<file path="src/rtl/keypad_scanner.sv">
// 4x4 matrix keypad scanner: rotating active-low column drive, synchronised
// row sampling, per-scan hit classification and a debounce FSM that emits one pulse per press.
module keypad_scanner #(
  parameter int SCAN_DIV       = 50000,
  parameter int DEBOUNCE_SCANS = 4
) (
  input  logic       clk,
  input  logic       rst,
  input  logic [3:0] row_in,
  output logic [3:0] col_out,
  output logic [3:0] key_code,
  output logic       key_valid,
  output logic       key_held
);

  localparam int DIV_W = $clog2(SCAN_DIV);
  localparam int CNT_W = $clog2(DEBOUNCE_SCANS + 1);
  localparam logic [DIV_W-1:0] DIV_LAST = DIV_W'(SCAN_DIV - 1);
  localparam logic [CNT_W-1:0] CNT_MAX  = CNT_W'(DEBOUNCE_SCANS);

  typedef enum logic [1:0] {
    S_IDLE,
    S_DEBOUNCE,
    S_PRESSED,
    S_RELEASE
  } state_t;

  logic [3:0]       r_row_s1, r_row_s2;
  logic [DIV_W-1:0] r_div;
  logic [1:0]       r_col;
  logic [3:0]       r_col_out;
  logic [1:0]       r_hits;
  logic [3:0]       r_code;
  state_t           r_state;
  logic [CNT_W-1:0] r_cnt;
  logic [3:0]       r_cand;
  logic [3:0]       r_key_code;
  logic             r_key_valid;
  logic             r_key_held;

  logic             w_sample;
  logic             w_scan_done;
  logic [2:0]       w_col_hits;
  logic [3:0]       w_col_code;
  logic [2:0]       w_sum;
  logic [1:0]       w_tot;
  logic [3:0]       w_code;
  logic             w_none;
  logic             w_one;
  logic [CNT_W-1:0] w_cnt_inc;

  function automatic logic [3:0] f_key(input logic [1:0] r, input logic [1:0] c);
    logic [3:0] k;
    case ({r, c})
      4'b00_00: k = 4'h1;
      4'b00_01: k = 4'h2;
      4'b00_10: k = 4'h3;
      4'b00_11: k = 4'hA;
      4'b01_00: k = 4'h4;
      4'b01_01: k = 4'h5;
      4'b01_10: k = 4'h6;
      4'b01_11: k = 4'hB;
      4'b10_00: k = 4'h7;
      4'b10_01: k = 4'h8;
      4'b10_10: k = 4'h9;
      4'b10_11: k = 4'hC;
      4'b11_00: k = 4'hE;
      4'b11_01: k = 4'h0;
      4'b11_10: k = 4'hF;
      default:  k = 4'hD;
    endcase
    return k;
  endfunction

  always_ff @(posedge clk or negedge rst) begin
    if (!rst) begin
      r_row_s1 <= 4'hF;
      r_row_s2 <= 4'hF;
    end else begin
      r_row_s1 <= row_in;
      r_row_s2 <= r_row_s1;
    end
  end

  assign w_sample    = (r_div == DIV_LAST);
  assign w_scan_done = w_sample && (r_col == 2'd3);

  // Column advances on the same edge that samples the rows of the old column.
  always_ff @(posedge clk or negedge rst) begin
    if (!rst) begin
      r_div     <= '0;
      r_col     <= 2'd0;
      r_col_out <= 4'b1110;
    end else if (w_sample) begin
      r_div     <= '0;
      r_col     <= r_col + 2'd1;
      r_col_out <= {r_col_out[2:0], r_col_out[3]};
    end else begin
      r_div     <= r_div + DIV_W'(1);
    end
  end

  always_comb begin
    w_col_hits = 3'd0;
    w_col_code = 4'h0;
    for (int r = 3; r >= 0; r--) begin
      if (!r_row_s2[r]) begin
        w_col_hits = w_col_hits + 3'd1;
        w_col_code = f_key(2'(r), r_col);
      end
    end
  end

  assign w_sum  = 3'(r_hits) + w_col_hits;
  assign w_tot  = (w_sum >= 3'd2) ? 2'd2 : w_sum[1:0];
  assign w_code = (r_hits != 2'd0) ? r_code : w_col_code;
  assign w_none = (w_tot == 2'd0);
  assign w_one  = (w_tot == 2'd1);

  // Hit count saturates at 2: anything beyond one hit is just MULTI.
  always_ff @(posedge clk or negedge rst) begin
    if (!rst) begin
      r_hits <= 2'd0;
      r_code <= 4'h0;
    end else if (w_scan_done) begin
      r_hits <= 2'd0;
      r_code <= 4'h0;
    end else if (w_sample) begin
      r_hits <= w_tot;
      if (r_hits == 2'd0 && w_col_hits != 3'd0) r_code <= w_col_code;
    end
  end

  assign w_cnt_inc = (r_cnt == CNT_MAX) ? r_cnt : r_cnt + CNT_W'(1);

  always_ff @(posedge clk or negedge rst) begin
    if (!rst) begin
      r_state     <= S_IDLE;
      r_cnt       <= '0;
      r_cand      <= 4'h0;
      r_key_code  <= 4'h0;
      r_key_valid <= 1'b0;
      r_key_held  <= 1'b0;
    end else begin
      r_key_valid <= 1'b0;
      if (w_scan_done) begin
        case (r_state)
          S_IDLE: begin
            if (w_one) begin
              r_state <= S_DEBOUNCE;
              r_cand  <= w_code;
              r_cnt   <= CNT_W'(1);
            end
          end
          S_DEBOUNCE: begin
            if (w_one && w_code == r_cand) begin
              if (w_cnt_inc == CNT_MAX) begin
                r_state     <= S_PRESSED;
                r_cnt       <= '0;
                r_key_code  <= r_cand;
                r_key_valid <= 1'b1;
                r_key_held  <= 1'b1;
              end else begin
                r_cnt <= w_cnt_inc;
              end
            end else if (w_one) begin
              r_cand <= w_code;
              r_cnt  <= CNT_W'(1);
            end else begin
              r_state <= S_IDLE;
              r_cnt   <= '0;
            end
          end
          S_PRESSED: begin
            if (w_none) begin
              r_state <= S_RELEASE;
              r_cnt   <= CNT_W'(1);
            end
          end
          default: begin
            if (!w_none) begin
              r_state <= S_PRESSED;
              r_cnt   <= '0;
            end else if (w_cnt_inc == CNT_MAX) begin
              r_state    <= S_IDLE;
              r_cnt      <= '0;
              r_key_held <= 1'b0;
            end else begin
              r_cnt <= w_cnt_inc;
            end
          end
        endcase
      end
    end
  end

  assign col_out   = r_col_out;
  assign key_code  = r_key_code;
  assign key_valid = r_key_valid;
  assign key_held  = r_key_held;

endmodule
</file>
<file path="config.mk">
export PLATFORM = sky130hd
export DESIGN_NAME = keypad_scanner
export DESIGN_NICKNAME = d
export VERILOG_FILES = /design/src/rtl/keypad_scanner.sv
export SDC_FILE = /design/constraint.sdc
export NUM_CORES = 1
export LEC_CHECK = 0
export CORE_MARGIN = 8
export CORE_UTILIZATION = 50
export CTS_BUF_LIST = sky130_fd_sc_hd__clkbuf_8
export DETAILED_ROUTE_END_ITERATION = 10
export GPL_ROUTABILITY_DRIVEN = 0
export PLACE_DENSITY = 0.68
export SYNTH_ARGS = -nofsm -noshare
export SYNTH_HDL_FRONTEND = slang
export SYNTH_SLANG_ARGS = --single-unit
</file>
<file path="constraint.sdc">
create_clock -name clk -period 7.4 [get_ports clk]
set_input_delay 1.48 -clock clk [delete_from_list [all_inputs] [get_ports clk]]
set_output_delay 1.48 -clock clk [all_outputs]
set_load 0.02 [all_outputs]
</file>
==> key figures <==
Run status
  – Status: finished, final reports clean

Layout
  – Nets: 350
  – Most frequent cells in the layout: dfrtp_1, nand2_1, nor2_1
  – Multi-input gate area: 1680 µm²
  – Final Non-Filler Cells: 403
  – Design area: 3360 µm²
  – Area Overhead vs Synth: 9.28%
  – Most common cell after layout, fill and taps aside: dfrtp_1
  – # fillers: 527
  – Antenna Cells: 0
  – Share of cells above drive strength 1: 0.0976
  – Register Area: 1290 µm²

Power
  – Max IR drop VDD: 0.0000806 V
  – Leakage: 1.49 nW
  – Power per Cell Area: 145 nW/µm²

Placed design
  – Port bufs: 15
  – Final HPWL DP: 4.41 mm
  – Placed inst area: 3280 µm²
  – DP Cell Count: 395
  – DP Worst Slack: 3.55 ns

Synthesis
  – YS warnings: 0
  – EDFF count, synth: 0
  – Unique cell type count in the Yosys netlist: 62
  – Post-synthesis register bit count: 51
  – Mapped Area: 3070 µm²
  – Leading register cell type out of synthesis: dfrtp_1
  – Syn nets: 337
  – Sequential element share of the synthesized area: 0.420
  – Cells after Synth: 314
  – Post-Syn Area per Cell: 9.79 µm²
  – FFs w/ async S/R, synth: 1.00

Global route
  – Gr usage total: 0.145
  – Initial antenna violation count: 0
  – Global-route wire length before repair: 10.5 mm
  – GRT Residual Overflow: 0
  – Vias in the first global route: 2248
  – Largest net degree at the start of global routing: 52

CTS
  – # hold bufs at CTS: 0
  – CTS tree: done
  – Clock-pin slew on the worst setup and hold paths: 0.09 ns
  – PostCTS Resize Cnt: 0
  – CTS root buf: clkbuf_8
  – Clock sink count: 51
  – H-tree depth: 2
  – Skew-Pair Late Insertion Delay: 0.30 ns
  – Clk buf depth: 2
  – Number of CTS-inserted buffers: 5
  – Post-CTS setup buffers: 0

Drt
  – DRT Wirelength: 6.01 mm
  – Total number of vias: 2243
  – Detailed-route wire length per cell: 14.9 µm
  – Residual DRC: 0
  – Initial DRC Count: 175
  – Vias per inst: 5.57
  – First drt pass iteration count: 4
  – Post-route ant nets: 0

STA
  – Final Hold Viols: 0
  – Min Tclk post-route: 3.89 ns
  – Worst slew pin tran: 0.832 ns
  – Setup-failing EPs final: 0
  – Skew final: 0.00815 ns
  – Unrepaired setup endpoints after global routing: false
  – Slew Limit Fails: 0
  – Final WS setup: 3.51 ns
  – Maximum clock frequency: 0.257 GHz
  – Slew margin rel.: 0.441
  – Fin Hold WS: 0.354 ns
  – Final period utilization: 0.526
  – Post-route setup TNS: 0 ns

Floorplan
  – Initial Util: 0.519
  – Die height: 94.4 µm
  – Core area: 5920 µm²
  – Die X: 94.4 µm
  – Std-Cell Rows: 28
  – Die area: 8910 µm²
  – I/O pin count: 16

Worst setup path
  – Worst EP arrival: 4.08 ns
  – Crit start category: flop
  – Setup CP Type: flop to flop
  – Bufs and invs on worst path: 1
  – Cell mode on critical path: mux2_2
  – Worst path slowest cell: dfstp_2
  – Delay-heaviest family, CP: multiplexers
  – Max FO, Critical Path: 9
  – CP peak stage delay: 0.61 ns
  – CP Capture Type: flop
  – Worst r2r src: r_row_s2[2]
  – CP cell instances: inv_1, ha_1, xnor2_1, ha_1, mux2_2, fa_1, xnor2_1, mux2_2, a21oi_1, nor2_1, o21ai_1, mux2_2
  – WP data required: 7.59 ns
  – CP Launch Point: r_row_s2[2]

Flow run
  – Max cap viols: 0

Min path
  – Hold/Removal Path Class: flop to flop
  – Worst Min Path Start: r_row_s1[0]
==> final timing paths <==
kind / endpoint / slack [ns] / depth (start not counted)
max: r_state[0] / 3.51 / 12
min: r_row_s2[0] / 0.35 / 0
max reg2reg: r_state[0] / 3.51 / 12
min reg2reg: r_row_s2[0] / 0.35 / 0
max in group asynchronous: r_div[4] / 5.69 / 2
min in group asynchronous: key_code[1] / 1.26 / 2
==> stage by stage <==
| step | power, mW | utilization |
|---|---|---|
| 3_5_place_dp | 0.340 | 0.554 |
| 4_1_cts | 0.493 | 0.567 |
| 5_1_grt | 0.510 | 0.567 |
| 6_report | 0.487 | 0.567 |
| 3_3_place_gp | 0.339 | 0.554 |
| 2_1_floorplan | 0.325 | - |
==> cell families (layout without fill, tap and decap cells) <==
logic type	Yosys count	in the layout	synth area share
and+or+nand+nor	129	129	0.219
adders and majority gates	17	17	0.0717
AOI/OAI and AO/OA	50	50	0.122
xor gates and xnor gates	20	20	0.0570
buffers and inverters	26	40	0.0330
DFF	51	51	0.420
muxes	21	21	0.0782
==> synthesized netlist by cell type (2+ instances only) <==
library cell	instances	area share
a211oi_1	2	0.0049
a21o_1	2	0.0049
a21oi_1	11	0.018
a31oi_1	2	0.0041
a32o_1	2	0.0065
and2_1	3	0.0061
and3_1	7	0.014
and4_1	2	0.0057
buf_2	3	0.0049
clkbuf_1	7	0.0086
dfrtp_1	40	0.33
dfstp_2	11	0.094
ha_1	16	0.065
inv_1	16	0.020
mux2_1	3	0.011
mux2_2	5	0.018
mux2_4	4	0.020
mux2i_1	9	0.029
nand2_1	38	0.046
nand2b_1	6	0.012
nand3_1	7	0.011
nand4_1	5	0.010
nor2_1	31	0.038
nor2b_1	3	0.0061
nor3_1	9	0.015
nor3b_1	2	0.0049
nor4_1	3	0.0061
nor4bb_1	2	0.0065
o211ai_1	2	0.0049
o21ai_0	7	0.011
o31ai_1	3	0.0073
o41ai_1	2	0.0057
or3b_1	2	0.0057
xnor2_1	13	0.037
xor2_1	7	0.020
==> metal layers <==
layer / vias up / GRT usage / part of all wire
met5: - / 0 / 0
met4: 0 / 0.0449 / 0.012
met3: 8 / 0.0294 / 0.041
met2: 30 / 0.233 / 0.45
met1: 1074 / 0.192 / 0.49
li1: 1131 / - / -
==> worst register-to-register path, delay by kind of cell, from the launching register on <==
family          cells  cell delay, ns
compound gates      2            0.36
xor+xnor            2            0.52
fa+ha+maj           3            1.06
buf+inv             1            0.07
flops               1            0.61
mux                 3            1.08
simple gates        1            0.08
==> flip-flops by register name, summed over array words and instances (netlist names) <==
signal	flops
r_cnt	3
key_held	1
r_state	2
key_code	4
r_div	16
r_hits	2
col_out	4
key_valid	1
r_cand	4
r_row_s1	4
r_col	2
r_code	4
r_row_s2	4
==> cell type report <==
cell class                 instances  area share
sequential                        51       0.384
multi-input combinational        237       0.501
inverter                          16      0.0179
clock inverter                     3     0.00335
tap                               75      0.0279
timing repair buffer              16      0.0455
clock buffer                       5      0.0205
==> where the power goes <==
part,switching (mW),internal [mW]
Clock,0.0886,0.0634
Sequential,0.00408,0.283
Combinational,0.0291,0.0192
Total,0.122,0.365
(Power assumes the default switching activity.)
